File: src/rtl/alu_cmd_framer_if.sv
// alu_cmd_framer_if: UART rx/tx and ALU handshake bundle seen by the command framer.
// master is the framer side, slave is the surrounding UART/ALU side.
interface alu_cmd_framer_if;
  logic [7:0] rx_data;
  logic       rx_valid;
  logic [3:0] alu_op;
  logic [7:0] alu_a;
  logic [7:0] alu_b;
  logic       alu_start;
  logic [7:0] alu_result;
  logic       alu_done;
  logic [7:0] tx_data;
  logic       tx_start;
  logic       tx_busy;
  logic       busy;
  logic       frame_err;
  modport master (
    input  rx_data, rx_valid, alu_result, alu_done, tx_busy,
    output alu_op, alu_a, alu_b, alu_start, tx_data, tx_start, busy, frame_err
  );
  modport slave (
    output rx_data, rx_valid, alu_result, alu_done, tx_busy,
    input  alu_op, alu_a, alu_b, alu_start, tx_data, tx_start, busy, frame_err
  );
endinterface

File: src/rtl/alu_cmd_framer.sv
// alu_cmd_framer: gathers opcode/A/B bytes from the UART rx, launches the ALU, sends the result byte.
// Define ALU_FRAMER_OPCHECK_EN to reject opcode nibbles above 8 with a frame_err pulse.
module alu_cmd_framer #(
  parameter int TIMEOUT_CYCLES = 208320,
  parameter int CNT_W          = 18
) (
  input logic              clk,
  input logic              rst,
  alu_cmd_framer_if.master bus
);
  typedef enum logic [2:0] {IDLE, GET_A, GET_B, EXEC, WAIT_ALU, SEND} state_t;
  state_t           state_q, state_d;
  logic [CNT_W-1:0] cnt_q, cnt_d;
  logic [3:0]       op_q, op_d;
  logic [7:0]       a_q, a_d, b_q, b_d, res_q, res_d, tx_data_q, tx_data_d;
  logic             alu_start_q, alu_start_d, tx_start_q, tx_start_d;
  logic             busy_q, busy_d, err_q, err_d;
  logic             op_ok, expired;
`ifdef ALU_FRAMER_OPCHECK_EN
  assign op_ok = bus.rx_data[3:0] <= 4'd8;
`else
  assign op_ok = 1'b1;
`endif
  assign expired = cnt_q >= CNT_W'(TIMEOUT_CYCLES - 1);
  always_comb begin
    state_d     = state_q;
    cnt_d       = '0;
    op_d        = op_q;
    a_d         = a_q;
    b_d         = b_q;
    res_d       = res_q;
    tx_data_d   = tx_data_q;
    alu_start_d = 1'b0;
    tx_start_d  = 1'b0;
    err_d       = 1'b0;
    case (state_q)
      IDLE: if (bus.rx_valid) begin
        if (op_ok) begin
          op_d    = bus.rx_data[3:0];
          state_d = GET_A;
        end else err_d = 1'b1;
      end
      GET_A, GET_B: if (bus.rx_valid) begin
        a_d     = state_q == GET_A ? bus.rx_data : a_q;
        b_d     = state_q == GET_B ? bus.rx_data : b_q;
        state_d = state_q == GET_A ? GET_B : EXEC;
      end else if (expired) begin
        err_d   = 1'b1;
        state_d = IDLE;
      end else cnt_d = cnt_q + 1'b1;
      EXEC: begin
        alu_start_d = 1'b1;
        state_d     = WAIT_ALU;
      end
      WAIT_ALU: if (bus.alu_done) begin
        res_d   = bus.alu_result;
        state_d = SEND;
      end
      SEND: if (!bus.tx_busy) begin
        tx_data_d  = res_q;
        tx_start_d = 1'b1;
        state_d    = IDLE;
      end
      default: state_d = IDLE;
    endcase
    // bytes arriving mid-operation are dropped but reported
    if (bus.rx_valid && (state_q == EXEC || state_q == WAIT_ALU || state_q == SEND)) err_d = 1'b1;
    busy_d = state_d != IDLE;
  end
  always_ff @(posedge clk or negedge rst) begin
    if (!rst) begin
      state_q     <= IDLE;
      cnt_q       <= '0;
      op_q        <= '0;
      a_q         <= '0;
      b_q         <= '0;
      res_q       <= '0;
      tx_data_q   <= '0;
      alu_start_q <= 1'b0;
      tx_start_q  <= 1'b0;
      busy_q      <= 1'b0;
      err_q       <= 1'b0;
    end else begin
      state_q     <= state_d;
      cnt_q       <= cnt_d;
      op_q        <= op_d;
      a_q         <= a_d;
      b_q         <= b_d;
      res_q       <= res_d;
      tx_data_q   <= tx_data_d;
      alu_start_q <= alu_start_d;
      tx_start_q  <= tx_start_d;
      busy_q      <= busy_d;
      err_q       <= err_d;
    end
  end
  assign bus.alu_op    = op_q;
  assign bus.alu_a     = a_q;
  assign bus.alu_b     = b_q;
  assign bus.alu_start = alu_start_q;
  assign bus.tx_data   = tx_data_q;
  assign bus.tx_start  = tx_start_q;
  assign bus.busy      = busy_q;
  assign bus.frame_err = err_q;
endmodule

File: src/flat_wrapper.sv
// flat-port wrapper written by rule: the top's interface ports become plain ports
module alu_cmd_framer_flat 
#(
  parameter int TIMEOUT_CYCLES = 208320,
  parameter int CNT_W          = 18
)
  (clk, rst, bus_rx_data, bus_rx_valid, bus_alu_result, bus_alu_done, bus_tx_busy, bus_alu_op, bus_alu_a, bus_alu_b, bus_alu_start, bus_tx_data, bus_tx_start, bus_busy, bus_frame_err);
  alu_cmd_framer_if bus_i ();
  input logic clk;
  input logic rst;
  input wire logic [$bits(bus_i.rx_data)-1:0] bus_rx_data;
  input wire logic [$bits(bus_i.rx_valid)-1:0] bus_rx_valid;
  input wire logic [$bits(bus_i.alu_result)-1:0] bus_alu_result;
  input wire logic [$bits(bus_i.alu_done)-1:0] bus_alu_done;
  input wire logic [$bits(bus_i.tx_busy)-1:0] bus_tx_busy;
  output wire logic [$bits(bus_i.alu_op)-1:0] bus_alu_op;
  output wire logic [$bits(bus_i.alu_a)-1:0] bus_alu_a;
  output wire logic [$bits(bus_i.alu_b)-1:0] bus_alu_b;
  output wire logic [$bits(bus_i.alu_start)-1:0] bus_alu_start;
  output wire logic [$bits(bus_i.tx_data)-1:0] bus_tx_data;
  output wire logic [$bits(bus_i.tx_start)-1:0] bus_tx_start;
  output wire logic [$bits(bus_i.busy)-1:0] bus_busy;
  output wire logic [$bits(bus_i.frame_err)-1:0] bus_frame_err;
  assign bus_i.rx_data = bus_rx_data;
  assign bus_i.rx_valid = bus_rx_valid;
  assign bus_i.alu_result = bus_alu_result;
  assign bus_i.alu_done = bus_alu_done;
  assign bus_i.tx_busy = bus_tx_busy;
  assign bus_alu_op = bus_i.alu_op;
  assign bus_alu_a = bus_i.alu_a;
  assign bus_alu_b = bus_i.alu_b;
  assign bus_alu_start = bus_i.alu_start;
  assign bus_tx_data = bus_i.tx_data;
  assign bus_tx_start = bus_i.tx_start;
  assign bus_busy = bus_i.busy;
  assign bus_frame_err = bus_i.frame_err;
  alu_cmd_framer #(.TIMEOUT_CYCLES(TIMEOUT_CYCLES), .CNT_W(CNT_W)) u_core (.clk(clk), .rst(rst), .bus(bus_i));
endmodule
File: config.mk
export PLATFORM = sky130hd
export DESIGN_NAME = alu_cmd_framer_flat
export DESIGN_NICKNAME = d
export VERILOG_FILES = /design/src/rtl/alu_cmd_framer_if.sv /design/src/rtl/alu_cmd_framer.sv /design/src/flat_wrapper.sv
export SDC_FILE = /design/constraint.sdc
export NUM_CORES = 1
export LEC_CHECK = 0
export ABC_CLOCK_PERIOD_IN_PS = 4700
export CORE_MARGIN = 5
export CORE_UTILIZATION = 45
export DETAILED_ROUTE_END_ITERATION = 10
export PLACE_DENSITY = 0.71
export SLEW_MARGIN = 5
export SYNTH_ARGS = -nofsm -noshare
export SYNTH_HDL_FRONTEND = slang
export SYNTH_SLANG_ARGS = --single-unit
File: constraint.sdc
create_clock -name clk -period 4.7 [get_ports clk]
set_input_delay 1.175 -clock clk [delete_from_list [all_inputs] [get_ports clk]]
set_output_delay 1.175 -clock clk [all_outputs]
set_load 0.05 [all_outputs]
==> impl.org <==
** CTS
- Maximum buffer depth of the clock tree :: 2
- TritonCTS built the clock tree.
- In this run, post-CTS repair resized a total of 0 instances.
- H-tree depth :: 3
- In this run the post-CTS setup repair buffer count came out at 0.
- Clock latency on the worst-skew pair :: 0.33 ns
- TritonCTS created 9 clock buffers.
- Clock tree root driver cell :: sky130_fd_sc_hd__clkbuf_8
- Number of buffers inserted for hold repair after clock tree synthesis :: 0
- Post-CTS clock slew at the launch and capture registers of the worst setup and hold paths :: roughly 0.060 ns
- The clock net in this run drives a total of 61 sinks.

** Layout
- The final layout contains 293 nets.
- In the final layout, the share of cells above drive strength 1 is 0.2174.
- The number of antenna diodes in the final layout is 0.
- In the final layout, the multi-input gates occupy slightly above 1000 sq um.
- The area growth from synthesis to layout is 29.44%.
- Summing all flip-flop and latch instances after layout gives 1526 sq um.
- After routing the design area is around 3400 sq um.
- The layout has about 460 filler cells.

** Drt
- Across all layers, the routed design uses 1,806 vias.
- After the first detailed-routing iteration, the DRC count stood at 92.
- Number of nets with antenna violations after detailed routing :: 0
- The first detailed-routing pass took 4 iterations.
- Per-cell routed wire length :: 14.28 um
- Via/cell ratio :: 5.190
- The final layout contains routed wiring with a total length of 4.968 mm.
- In the routed design, unresolved DRC markers number 0.

** Timing
- Between clock sinks in the finished design, the worst skew comes to 0.007071 ns.
- The worst path in the final design needs a cycle of 2.708 ns, including I/O delays and setup.
- Achievable frequency :: 369.3 MHz
- Setup repair after global routing left no endpoint under its margin.
- Number of hold violations in the final report :: 0
- Setup TNS :: 0 ns
- In the finished design, the share of the clock period the worst path needs comes to 0.5762.
- Setup violations remaining at the end of the flow were counted as 0.
- Slack of the critical path :: 1.992 ns
- Worst-Margin Slew :: 0.8504 ns
- Headroom to the max-slew limit :: 0.4331
- Max Slew Vio Count :: 0

** Logic synthesis
- By area the synthesized netlist is led by sky130_fd_sc_hd__dfrtp_1 (58%), sky130_fd_sc_hd__mux2_2 (15%), sky130_fd_sc_hd__nor2_1 (3.7%), sky130_fd_sc_hd__xnor2_1 (3.7%), sky130_fd_sc_hd__nand2b_1 (1.4%).
- The most common cell in the synthesized netlist is sky130_fd_sc_hd__dfrtp_1.
- Synthesized area :: 2623 sq um
- Cell variety after synth :: 31
- Share of async-settable or async-resettable flops after synthesis :: 1.000
- Yosys printed 0 warnings.
- In the synthesized netlist, the number of instances is 212.
- In this run, synthesis produced a sequential element count of 61.
- Share of the synthesized area in the top cell type :: 0.5821
- EDFF count, synth :: 0
- In the synthesized netlist the dominant register cell turns out to be sky130_fd_sc_hd__dfrtp_1.
- Top cells by instance count after synthesis :: sky130_fd_sc_hd__dfrtp_1 (61), sky130_fd_sc_hd__mux2_2 (36), sky130_fd_sc_hd__nor2_1 (26)
- Net count of the mapped netlist :: between 200 and 250
- Averaged over all synthesized cells, the footprint is roughly 12 sq um.
- For this run, the register share of the synthesized area comes to 0.5821.
- The largest total area in the synthesized netlist belongs to sky130_fd_sc_hd__dfrtp_1.

** Min path
- Worst hold-check path type :: flip-flop to flip-flop

** Floorplanning
- The core region is 5574 sq um.
- For this design the top-level I/O count stands at between 50 and 60.
- The die covers around 7500 sq um.
- Initial core utilization :: 0.4705
- From left edge to right edge, the die measures 86.34 um.
- The initialized floorplan defines 27 standard-cell rows.
- The die is 86.34 um tall.

** Setup path
- The critical path is of the primary input to flip-flop type.
- STA classifies the critical path startpoint as a primary input.
- CP Buf/Inv Count :: 1
- Crit-path max FO :: 9
- Data arrives at the worst endpoint at approximately 2.9 ns.
- STA puts the critical path data required time at approximately 4.9 ns.
- Highest cell delay on the worst timing path :: 0.62 ns
- For this design, the slowest cell found on the critical path is sky130_fd_sc_hd__nor2_1.
- Cell-by-cell trace of the critical path :: clkdlybuf4s50_1 -> nand2b_1 -> nor2_1 -> mux2_2
- The worst setup path is captured at a flip-flop.
- Category of cells accounting for the largest share of critical-path delay :: simple AND/OR/NAND/NOR gates

** Run
- Max-capacitance violation count :: 0

** Pwr
- Leakage power of the design :: 1.364 nW
- Largest voltage drop on the vdd net :: roughly 440 uV
- Power density over the cells :: approximately 700 nW/um^2

** Placed design
- Global placement routability congestion :: 0.7996
- During placement, the flow inserted port buffers numbering 52.
- Timing analysis after detailed placement gives a worst setup slack of roughly 1.6 ns.
- Placed Instance Area :: around 3200 sq um
- Summed over all nets, the half-perimeter wirelength after detailed placement is about 3.5 mm.

** GRT
- For this run the aggregate overflow at the end of global routing stands at 0.
- The number of antenna violations at the first check in global routing was 0.
- For this run, the total global-route usage over all layers was measured as 0.1467.
- Vias in the first global route :: 1,813
- Pin count of the biggest net entering global routing :: 41
- First-pass GRT wire length :: 8.604 mm

** Outcome
- Status :: finished, final reports clean
==> path summary, 6_finish.rpt <==
path,from,to,slack [ns],cells past startpoint
hold reg to reg,u_core.res_q[7]$_DFFE_PN0P_,u_core.bus.tx_data[7]$_DFFE_PN0P_,0.50,1
setup reg to reg,u_core.cnt_q[14]$_DFF_PN0_,u_core.cnt_q[2]$_DFF_PN0_,2.41,4
hold / removal,u_core.res_q[7]$_DFFE_PN0P_,u_core.bus.tx_data[7]$_DFFE_PN0P_,0.50,1
min in group asynchronous,rst,u_core.bus.tx_start$_DFF_PN0_,0.96,1
max in group asynchronous,rst,u_core.cnt_q[4]$_DFF_PN0_,2.94,2
setup / recovery,bus_rx_valid,u_core.bus.alu_b[6]$_DFFE_PN0P_,1.99,4
==> worst register-to-register path, delay by kind of cell, from the launching register on <==
family	cells	cell delay, ns
flip-flops	1	0.47
AND/OR/NAND/NOR	3	1.23
AO/OA/AOI/OAI	1	0.46
==> registers in the layout, summed over array words and instances (netlist names) <==
name and cells:
u_core.cnt_q 18, u_core.bus.alu_a 8, u_core.bus.alu_b 8, u_core.bus.tx_data 8, u_core.res_q 8, u_core.bus.alu_op 4, u_core.state_q 3, u_core.bus.alu_start 1
u_core.bus.busy 1, u_core.bus.frame_err 1, u_core.bus.tx_start 1
==> logic make-up (layout without fill, tap and decap cells) <==
kind of cell / count (synthesis) / after routing / synth area share
flops: 61 / 61 / 0.5821
xor+xnor: 14 / 14 / 0.04676
buf+inv: 11 / 75 / 0.02147
compound gates: 18 / 18 / 0.05105
simple gates: 71 / 71 / 0.1393
mux: 36 / 36 / 0.1546
fa+ha+maj: 1 / 1 / 0.004770
==> power breakdown <==
group	internal, W	total (W)	switching [W]
logic	0.000413	0.00108	0.000664
clock network	0.000258	0.000447	0.000189
registers	0.000709	0.000824	0.000115
total	0.00138	0.00235	0.000969
==> cell type report <==
| cell class | count | area share |
|---|---|---|
| clock inverters | 4 | 0.01401 |
| multi-input cells | 140 | 0.3063 |
| clock buffers | 12 | 0.04276 |
| inverters | 6 | 0.006635 |
| flip-flops and latches | 61 | 0.4497 |
| well taps | 72 | 0.02654 |
| repair buffers | 53 | 0.1541 |
==> per-stage QoR <==
step	hold slack (ns)	util	std cells	total power [W]
after global placement	0.4834	0.5744	332	0.001908
after floorplan	0.4698	-	212	0.001562
final	0.5020	0.6090	348	0.002349
after global routing	0.5175	0.6090	348	0.002469
after detailed placement	0.4885	0.5744	332	0.001921
after CTS	0.5037	0.6090	348	0.002377
==> layout by cell type (no fill, tap or decap), types with 6 or more instances in the layout <==
| master | netlist | final |
|---|---|---|
| sky130_fd_sc_hd__mux2_2 | 36 | 36 |
| sky130_fd_sc_hd__nand2_1 | 9 | 9 |
| sky130_fd_sc_hd__nor2_1 | 26 | 26 |
| sky130_fd_sc_hd__clkdlybuf4s50_1 | 0 | 51 |
| sky130_fd_sc_hd__clkbuf_8 | 0 | 10 |
| sky130_fd_sc_hd__dfrtp_1 | 61 | 61 |
| sky130_fd_sc_hd__xnor2_1 | 11 | 11 |
| sky130_fd_sc_hd__nor3_1 | 6 | 6 |
| sky130_fd_sc_hd__nand2b_1 | 6 | 6 |
| sky130_fd_sc_hd__a21oi_1 | 6 | 6 |
| sky130_fd_sc_hd__inv_1 | 6 | 6 |
| sky130_fd_sc_hd__nand3_1 | 7 | 7 |
==> per-layer routing <==
layer	vias to the layer above	routed length (um)	global-route usage
li1	862	-	-
met1	892	2302	0.1979
met4	0	81	0.06374
met2	45	2295	0.2170
met3	7	289	0.04658
met5	-	0	0
No activity file was read; power rests on OpenSTA's default activity.
